**src/rtl/rf_wb_arbiter.sv**
```systemverilog
// Register-file write-port arbiter: pipeline writeback vs buffered multi-cycle results.
// Optional statistics counters (stall_cnt, drop_cnt) are enabled by defining WB_ARB_STATS_EN.
module rf_wb_arbiter #(
    parameter int DEPTH      = 2,
    parameter int STARVE_MAX = 4
) (
    input  logic        clk,
    input  logic        rst,
    input  logic        p_we,
    input  logic [4:0]  p_wa,
    input  logic [31:0] p_wd,
    output logic        p_stall,
    input  logic        m_valid,
    input  logic [4:0]  m_wa,
    input  logic [31:0] m_wd,
    output logic        m_ready,
    output logic        rf_we,
    output logic [4:0]  rf_wa,
    output logic [31:0] rf_wd,
    input  logic [4:0]  ra1,
    input  logic [4:0]  ra2,
    output logic        hz1,
    output logic        hz2
`ifdef WB_ARB_STATS_EN
    ,
    output logic [31:0] stall_cnt,
    output logic [15:0] drop_cnt
`endif
);

    localparam int PW = (DEPTH > 1) ? $clog2(DEPTH) : 1;
    localparam int CW = $clog2(DEPTH + 1);
    localparam int SW = $clog2(STARVE_MAX + 1);
    localparam logic [CW-1:0] DEPTH_C = CW'(DEPTH);
    localparam logic [SW-1:0] SMAX_C  = SW'(STARVE_MAX);

    logic [DEPTH-1:0] live;
    logic [4:0]       wa_mem [DEPTH];
    logic [31:0]      wd_mem [DEPTH];
    logic [PW-1:0]    head;
    logic [PW-1:0]    tail;
    logic [CW-1:0]    count;
    logic [SW-1:0]    scnt;

    logic head_live;
    logic head_dead;
    logic forced;
    logic p_grant;
    logic h_grant;
    logic pop;
    logic push;

    // Handshake: a result transfers on a cycle where m_valid && m_ready; m_ready
    // comes from the registered count only, so a full buffer never accepts even
    // when it pops in the same cycle.
    always_comb begin
        head_live = (count != '0) && live[head];
        head_dead = (count != '0) && !live[head];
        forced    = head_live && (scnt == SMAX_C);
        m_ready   = !rst && (count < DEPTH_C);
        push      = m_valid && m_ready;
        p_stall   = !rst && forced;
        p_grant   = !rst && !forced && p_we && (p_wa != 5'd0);
        h_grant   = !rst && (forced || (!p_grant && head_live));
        pop       = h_grant || (!rst && head_dead);
    end

    always_comb begin
        rf_we = 1'b0;
        rf_wa = 5'd0;
        rf_wd = 32'd0;
        if (h_grant) begin
            rf_we = 1'b1;
            rf_wa = wa_mem[head];
            rf_wd = wd_mem[head];
        end else if (p_grant) begin
            rf_we = 1'b1;
            rf_wa = p_wa;
            rf_wd = p_wd;
        end
    end

    // Only live slots take part; freed and squashed slots always have live cleared.
    always_comb begin
        hz1 = 1'b0;
        hz2 = 1'b0;
        for (int i = 0; i < DEPTH; i++) begin
            if (live[i] && (wa_mem[i] == ra1)) hz1 = 1'b1;
            if (live[i] && (wa_mem[i] == ra2)) hz2 = 1'b1;
        end
        if (rst || (ra1 == 5'd0)) hz1 = 1'b0;
        if (rst || (ra2 == 5'd0)) hz2 = 1'b0;
    end

    always_ff @(posedge clk) begin
        if (rst) begin
            live  <= '0;
            head  <= '0;
            tail  <= '0;
            count <= '0;
            scnt  <= '0;
        end else begin
            // A granted pipeline write is younger than any buffered result to the same register.
            for (int i = 0; i < DEPTH; i++) begin
                if (p_grant && live[i] && (wa_mem[i] == p_wa)) live[i] <= 1'b0;
            end
            if (pop) begin
                live[head] <= 1'b0;
                head       <= head + PW'(1);
            end
            if (push) begin
                live[tail] <= (m_wa != 5'd0);
                tail       <= tail + PW'(1);
            end
            count <= count + CW'(push) - CW'(pop);
            if (!head_live || h_grant) scnt <= '0;
            else if (scnt != SMAX_C)   scnt <= scnt + SW'(1);
        end
    end

    always_ff @(posedge clk) begin
        if (push) begin
            wa_mem[tail] <= m_wa;
            wd_mem[tail] <= m_wd;
        end
    end

`ifdef WB_ARB_STATS_EN
    always_ff @(posedge clk) begin
        if (rst) begin
            stall_cnt <= 32'd0;
            drop_cnt  <= 16'd0;
        end else begin
            if (p_stall) stall_cnt <= stall_cnt + 32'd1;
            if (head_dead && (drop_cnt != 16'hFFFF)) drop_cnt <= drop_cnt + 16'd1;
        end
    end
`endif

endmodule

```
**config.mk**
```make
export PLATFORM = sky130hd
export DESIGN_NAME = rf_wb_arbiter
export DESIGN_NICKNAME = d
export VERILOG_FILES = /design/src/rtl/rf_wb_arbiter.sv
export SDC_FILE = /design/constraint.sdc
export NUM_CORES = 1
export LEC_CHECK = 0
export ABC_AREA = 1
export BUFFER_PORTS_ARGS = -buffer_cell sky130_fd_sc_hd__buf_2
export CAP_MARGIN = 5
export CORE_MARGIN = 5
export CORE_UTILIZATION = 55
export DETAILED_ROUTE_END_ITERATION = 6
export PLACE_DENSITY = 0.85
export REMOVE_ABC_BUFFERS = 1
export SLEW_MARGIN = 25
export SYNTH_ARGS = -nofsm -noshare
export SYNTH_HDL_FRONTEND = slang
export SYNTH_SLANG_ARGS = --single-unit
```
**constraint.sdc**
```tcl
create_clock -name clk -period 6.8 [get_ports clk]
set_input_delay 1.02 -clock clk [delete_from_list [all_inputs] [get_ports clk]]
set_output_delay 1.02 -clock clk [all_outputs]
set_load 0.05 [all_outputs]
```
# Word-level counts from Yosys, hierarchy flattened
# Memories as Yosys holds them, arrays and structs flattened. A register that Yosys moved wholly into a read port is not among the register bits.
# Cells that the tools add are included.
[totals]
in_bits = 88
ff_bits = 9
mem_count = 2
mem_bits_rw = 74
out_inout_bits = 42
wordCells = 97
[mem_list]
columns = ["memory", "depth", "width", "read_ports", "rd_ports_with_merged_regs", "write_ports", "line", "source"]
rows = [
  ["wd_mem", 2, 32, 1, 1, 1, "39", "logic [31:0] wd_mem [DEPTH];"],
  ["wa_mem", 2, 5, 3, 1, 1, "38", "logic [4:0] wa_mem [DEPTH];"],
]
[op_classes]
eq_ne = 8
n_bitwise = 2
add_sub_neg = 5
order_cmp = 5
reduce_logical = 38
mux = 32
[op_table]
columns = ["cell", "n"]
rows = [
  ["2-to-1 mux 32 bit", 2],
  ["== test 5 bit", 6],
  ["logical AND 1 bit", 22],
  ["2-to-1 mux 1 bit", 22],
  ["logical NOT 5 bit", 2],
  ["2-to-1 mux 5 bit", 2],
  ["nonzero test 5 bit", 2],
  ["2-to-1 mux 2 bit", 3],
  ["logical NOT 1 bit", 5],
  ["logical OR 1 bit", 5],
  ["< comparator 1 x 2 -> 1 bit (second input constant)", 2],
  ["adder 3 x 1 -> 3 bit (second input constant)", 1],
  ["== test 3 bit (second input constant)", 1],
  ["!= test 3 bit (second input constant)", 1],
  ["adder 1 bit (second input constant)", 2],
  ["adder 2 x 1 -> 2 bit", 1],
  ["bitwise AND 2 bit", 1],
  ["bitwise mux 2 bit", 1],
  ["demux 1 bit (select 1 bit)", 2],
  ["greater-or-equal comparator 1 bit (second input constant)", 2],
  ["< comparator 2 bit (second input constant)", 1],
  ["inverter 2 bit", 1],
  ["nonzero test 2 bit", 1],
  ["OR reduction 2 bit", 1],
  ["subtractor 2 x 1 -> 2 bit", 1],
]

# Longest topological paths before layout
[depth]
depth_word = 17
ltp_mapped = 14
depth_no_buf = 14

# Worst setup path before layout
# Ideal clock, no wire load.
[synth_path]
path_type = "input to register"
startpoint = "input port rst"
endpoint = "register live[0]"
n_path_buf = 1
t_arrival_ns = 4.238
setup_time_ns = 0.119
path_stages = 9
path_slack_ns = 2.443
t_required_ns = 6.681
path_cell_list = "buf_2 nor2_1 nand2_1 nor2_1 inv_1 nand2_1 nor2_1 nand2_1 a21oi_1"
[synth_via]
word_cells_on_any_way = 21
cone_classes = "mux: 6; bitwise: 1; reduce/logical: 14"
[synth_rtl]
columns = ["item", "line", "source"]
rows = [
  ["start: declaration", "8", "input logic rst,"],
  ["logical NOT 1 bit", "60", "m_ready = !rst && (count < DEPTH_C);"],
  ["logical AND 1 bit", "60", ""],
  ["via m_ready", "16", "output logic m_ready,"],
  ["logical AND 1 bit", "61", "push = m_valid && m_ready;"],
  ["2-to-1 mux 2 bit", "111", "if (push) begin"],
  ["end signal: indexed assignment", "112", "live[tail] <= (m_wa != 5'd0);"],
  ["end: declaration", "37", "logic [DEPTH-1:0] live;"],
]
# The timed path passes the listed nets, and every way through them passes these cells. The select of a mux whose other input is x is not followed.
# A chain may end at the register's enable or synchronous reset.

# Worst setup path after layout
[layout_path]
startpoint = "input port p_wa[0]"
endpoint = "output port rf_wd[2]"
[layout_via]
elab_chain_len = 7
word_cells_on_any_way = 8
cone_classes = "mux: 2; reduce/logical: 6"
[layout_rtl]
columns = ["item", "line", "source"]
rows = [
  ["start: declaration", "10", "input logic [4:0] p_wa,"],
  ["nonzero test 5 bit (*)", "63", "p_grant = !rst && !forced && p_we && (p_wa != 5'd0);"],
  ["logical AND 1 bit (*)", "63", ""],
  ["logical NOT 1 bit", "64", "h_grant = !rst && (forced || (!p_grant && head_live));"],
  ["logical AND 1 bit", "64", ""],
  ["logical OR 1 bit", "64", ""],
  ["logical AND 1 bit", "64", ""],
  ["2-to-1 mux 32 bit (*)", "72", "if (h_grant) begin"],
  ["end: declaration", "19", "output logic [31:0] rf_wd,"],
]
# Mark *: on every way between the ends. The rest lies on a longest branch, timed or not.

==> flow_summary.toml <==
[outcome]
status = "complete, no violations"

[yosys]
synth.ff_latch_count = 84
syn_area_per_cell_um2 = 9.70
syn_area_um2 = 4170
netlist_instances = 430
synth.yosys.seq_area_share = 0.581
synth_area_leaders = "edfxtp_1 53%, inv_1 8.2%, nand2_1 6.2%, o22ai_1 5.7%, o21ai_0 5.3%"
ys_warn_count = 0
yosysUniqueCellTypes = 29
synth_largest_area_cell = "edfxtp_1"
synth_top_area_frac = 0.533

[sta]
fmax_ghz = 0.246
timing.hold.ws_ps = 456
worst_slack_ps = 2740
setup_tns_ps = 0
fin_crit_ps = 4060
slew_headroom = 0.587
rsz0062_at_grt = "no"
fin_crit_sh = 0.597
drv_slew = 0
hold_viol = 0
worst_pin_slew_ps = 620
setup_violations = 0
finClkSkew_ps = 12.3

[worst_setup_path]
critPathCaptureType = "output pin"
path_max_fanout = 41
cp.arrival_ps = 3040
start_kind = "input port"
required_ps = 5780
worstSetupPathType = "in2out"
rrSetupSlack_ps = 3770

[floorplan]
start_util = 0.569
die-area_um2 = 9420
rows = 31
num_io_pins = 130
core_um2 = 7330
die_w_um = 97.1
die_y_um = 97.1

[global_routing]
antenna_found_initial = 0
grt-ovfl-total = 0
grt_max_degree = 75
grt_pass1_vias = 3417
grt_pass1_wl_um = 16000
grt_use_total = 0.207

[power_and_ir_drop]
irDropWorstVdd_v = 0.000180
swShare = 0.324
p_per_area_nw_per_um2 = 270
p_switching_mw = 0.443
power_frac_seq = 0.492
combPwrFrac = 0.231
leakagePower_nw = 2.32
internal_power_mw = 0.925
pwr-share-clk = 0.277

[clocking]
clock_latency_ps = 340
cts_tree = "done"
ctsHoldBuffers = 0
cts_sinks = 84
cts_buffers = 9
cts_max_path_buffers = 2
path_clk_slew_ps = 80
cts-resized-gates = 0
htreeDepth = 3
cts_setup_buffers = 0
root_buffer = "clkbuf_8"

[placement]
dp_cells = 643
gp_congestion = 0.882
io_buffers = 129
hpwl_um = 6970
preCtsSetupSlack_ps = 2740

[drt]
drc = 0
avgRoutedWirePerCell_um = 15.0
dr.pass1.iters = 5
num_vias = 3483
first_iter_violations = 236
postRouteAntennaNets = 0
postRouteWirelength_um = 9880
via_per_inst = 5.29

[finish]
syn_to_final_growth_pct = 21.6
antenna_cells = 0
utilization = 0.692
layout-drive-gt1-share = 0.295
finalNetCount = 646
fill_cells = 572
final_cells = 658

[min_path]
min_path_type = "reg2reg"

[job]
drv_cap = 0
[cells by family after synthesis]
| group | count (synthesis) | synth area share |
|---|---|---|
| simple gates | 115 | 0.124 |
| buf+inv | 109 | 0.109 |
| compound gates | 106 | 0.151 |
| flops | 84 | 0.581 |
| xor+xnor | 13 | 0.0273 |
| fa+ha+maj | 3 | 0.00900 |
[worst max-delay path: stages]
cell	delay (ps)
buf_2	130
nor2_1	120
nand3_1	130
nand3_4	420
nand3_4	550
o22ai_1	330
buf_2	320
[cell type report]
| cell class | count | area, µm² | area share |
|---|---|---|---|
| clock buffers | 9 | 124 | 0.0244 |
| clock inverters | 6 | 87.6 | 0.0173 |
| inverters | 92 | 345 | 0.0681 |
| multi-input cells | 237 | 1300 | 0.257 |
| flip-flops and latches | 84 | 2430 | 0.479 |
| well taps | 99 | 124 | 0.0244 |
| repair buffers | 131 | 661 | 0.130 |
[final timing paths]
kind	startpoint	endpoint	cells after the start
setup / recovery	p_wa[0]	rf_wd[2]	7
hold / removal	scnt[0]$_SDFFE_PP0P_	scnt[0]$_SDFFE_PP0P_	1
hold reg to reg	scnt[0]$_SDFFE_PP0P_	scnt[0]$_SDFFE_PP0P_	1
setup reg to reg	scnt[1]$_SDFFE_PP0P_	count[1]$_SDFF_PP0_	14
[cell usage in the layout (no fill, tap or decap), types with 4 or more instances in the layout]
cell and n:
xnor2_1 4, clkbuf_8 9, buf_2 129, nand2_2 4, edfxtp_1 74, nand3_1 10
nand2_1 69, dfxtp_1 9, a221oi_1 4, nor2_1 20, a21oi_1 13, o21ai_0 44
o22ai_1 38, xor2_1 9, inv_1 91
[per-layer routing]
metal | routed length (µm) | vias to the layer above | track usage
met5 | 0 | - | 0
met3 | 876 | 11 | 0.0567
li1 | - | 1699 | -
met1 | 3960 | 1609 | 0.251
met2 | 4920 | 164 | 0.360
met4 | 125 | 0 | 0.0626
[cells in the mapped netlist]
library cell	number
nand3_1	10
a21oi_1	13
nand3_2	2
nor2_2	2
dfxtp_1	10
nor2_1	21
buf_2	5
inv_1	91
xnor2_1	4
nand3_4	2
o21a_1	1
o21ai_0	44
nand2_1	69
nand2_2	4
edfxtp_1	74
buf_1	3
a221oi_1	4
clkbuf_1	4
a211oi_1	1
nor3_1	1
nand4_1	3
ha_1	3
a21oi_2	2
inv_2	1
xor2_1	9
buf_6	5
o22ai_2	3
o22ai_1	38
nand2_4	1
[stage by stage]
stage / cell area (µm²) / power [mW]
detailed placement: 4860 / 1.00
finish: 5070 / 1.37
global route: 5070 / 1.44
CTS: 5070 / 1.38
global placement: 4860 / 0.990
floorplan: 4060 / 0.891
[power by group through the flow]
| stage | clock network [mW] | logic (mW) | registers, mW |
|---|---|---|---|
| 2_1_floorplan | 0 | 0.224 | 0.668 |
| 3_3_place_gp | 0 | 0.307 | 0.683 |
| 3_5_place_dp | 0 | 0.316 | 0.686 |
| 4_1_cts | 0.384 | 0.318 | 0.675 |
| 5_1_grt | 0.408 | 0.348 | 0.684 |
| 6_report | 0.379 | 0.316 | 0.673 |
[registers in the layout, indices dropped and copies added (netlist names), named ones only]
name and flops:
head 1, count 2, live 2, tail 1, scnt 3, wd_mem 64
wa_mem 10
No activity file was read; power rests on OpenSTA's default activity.
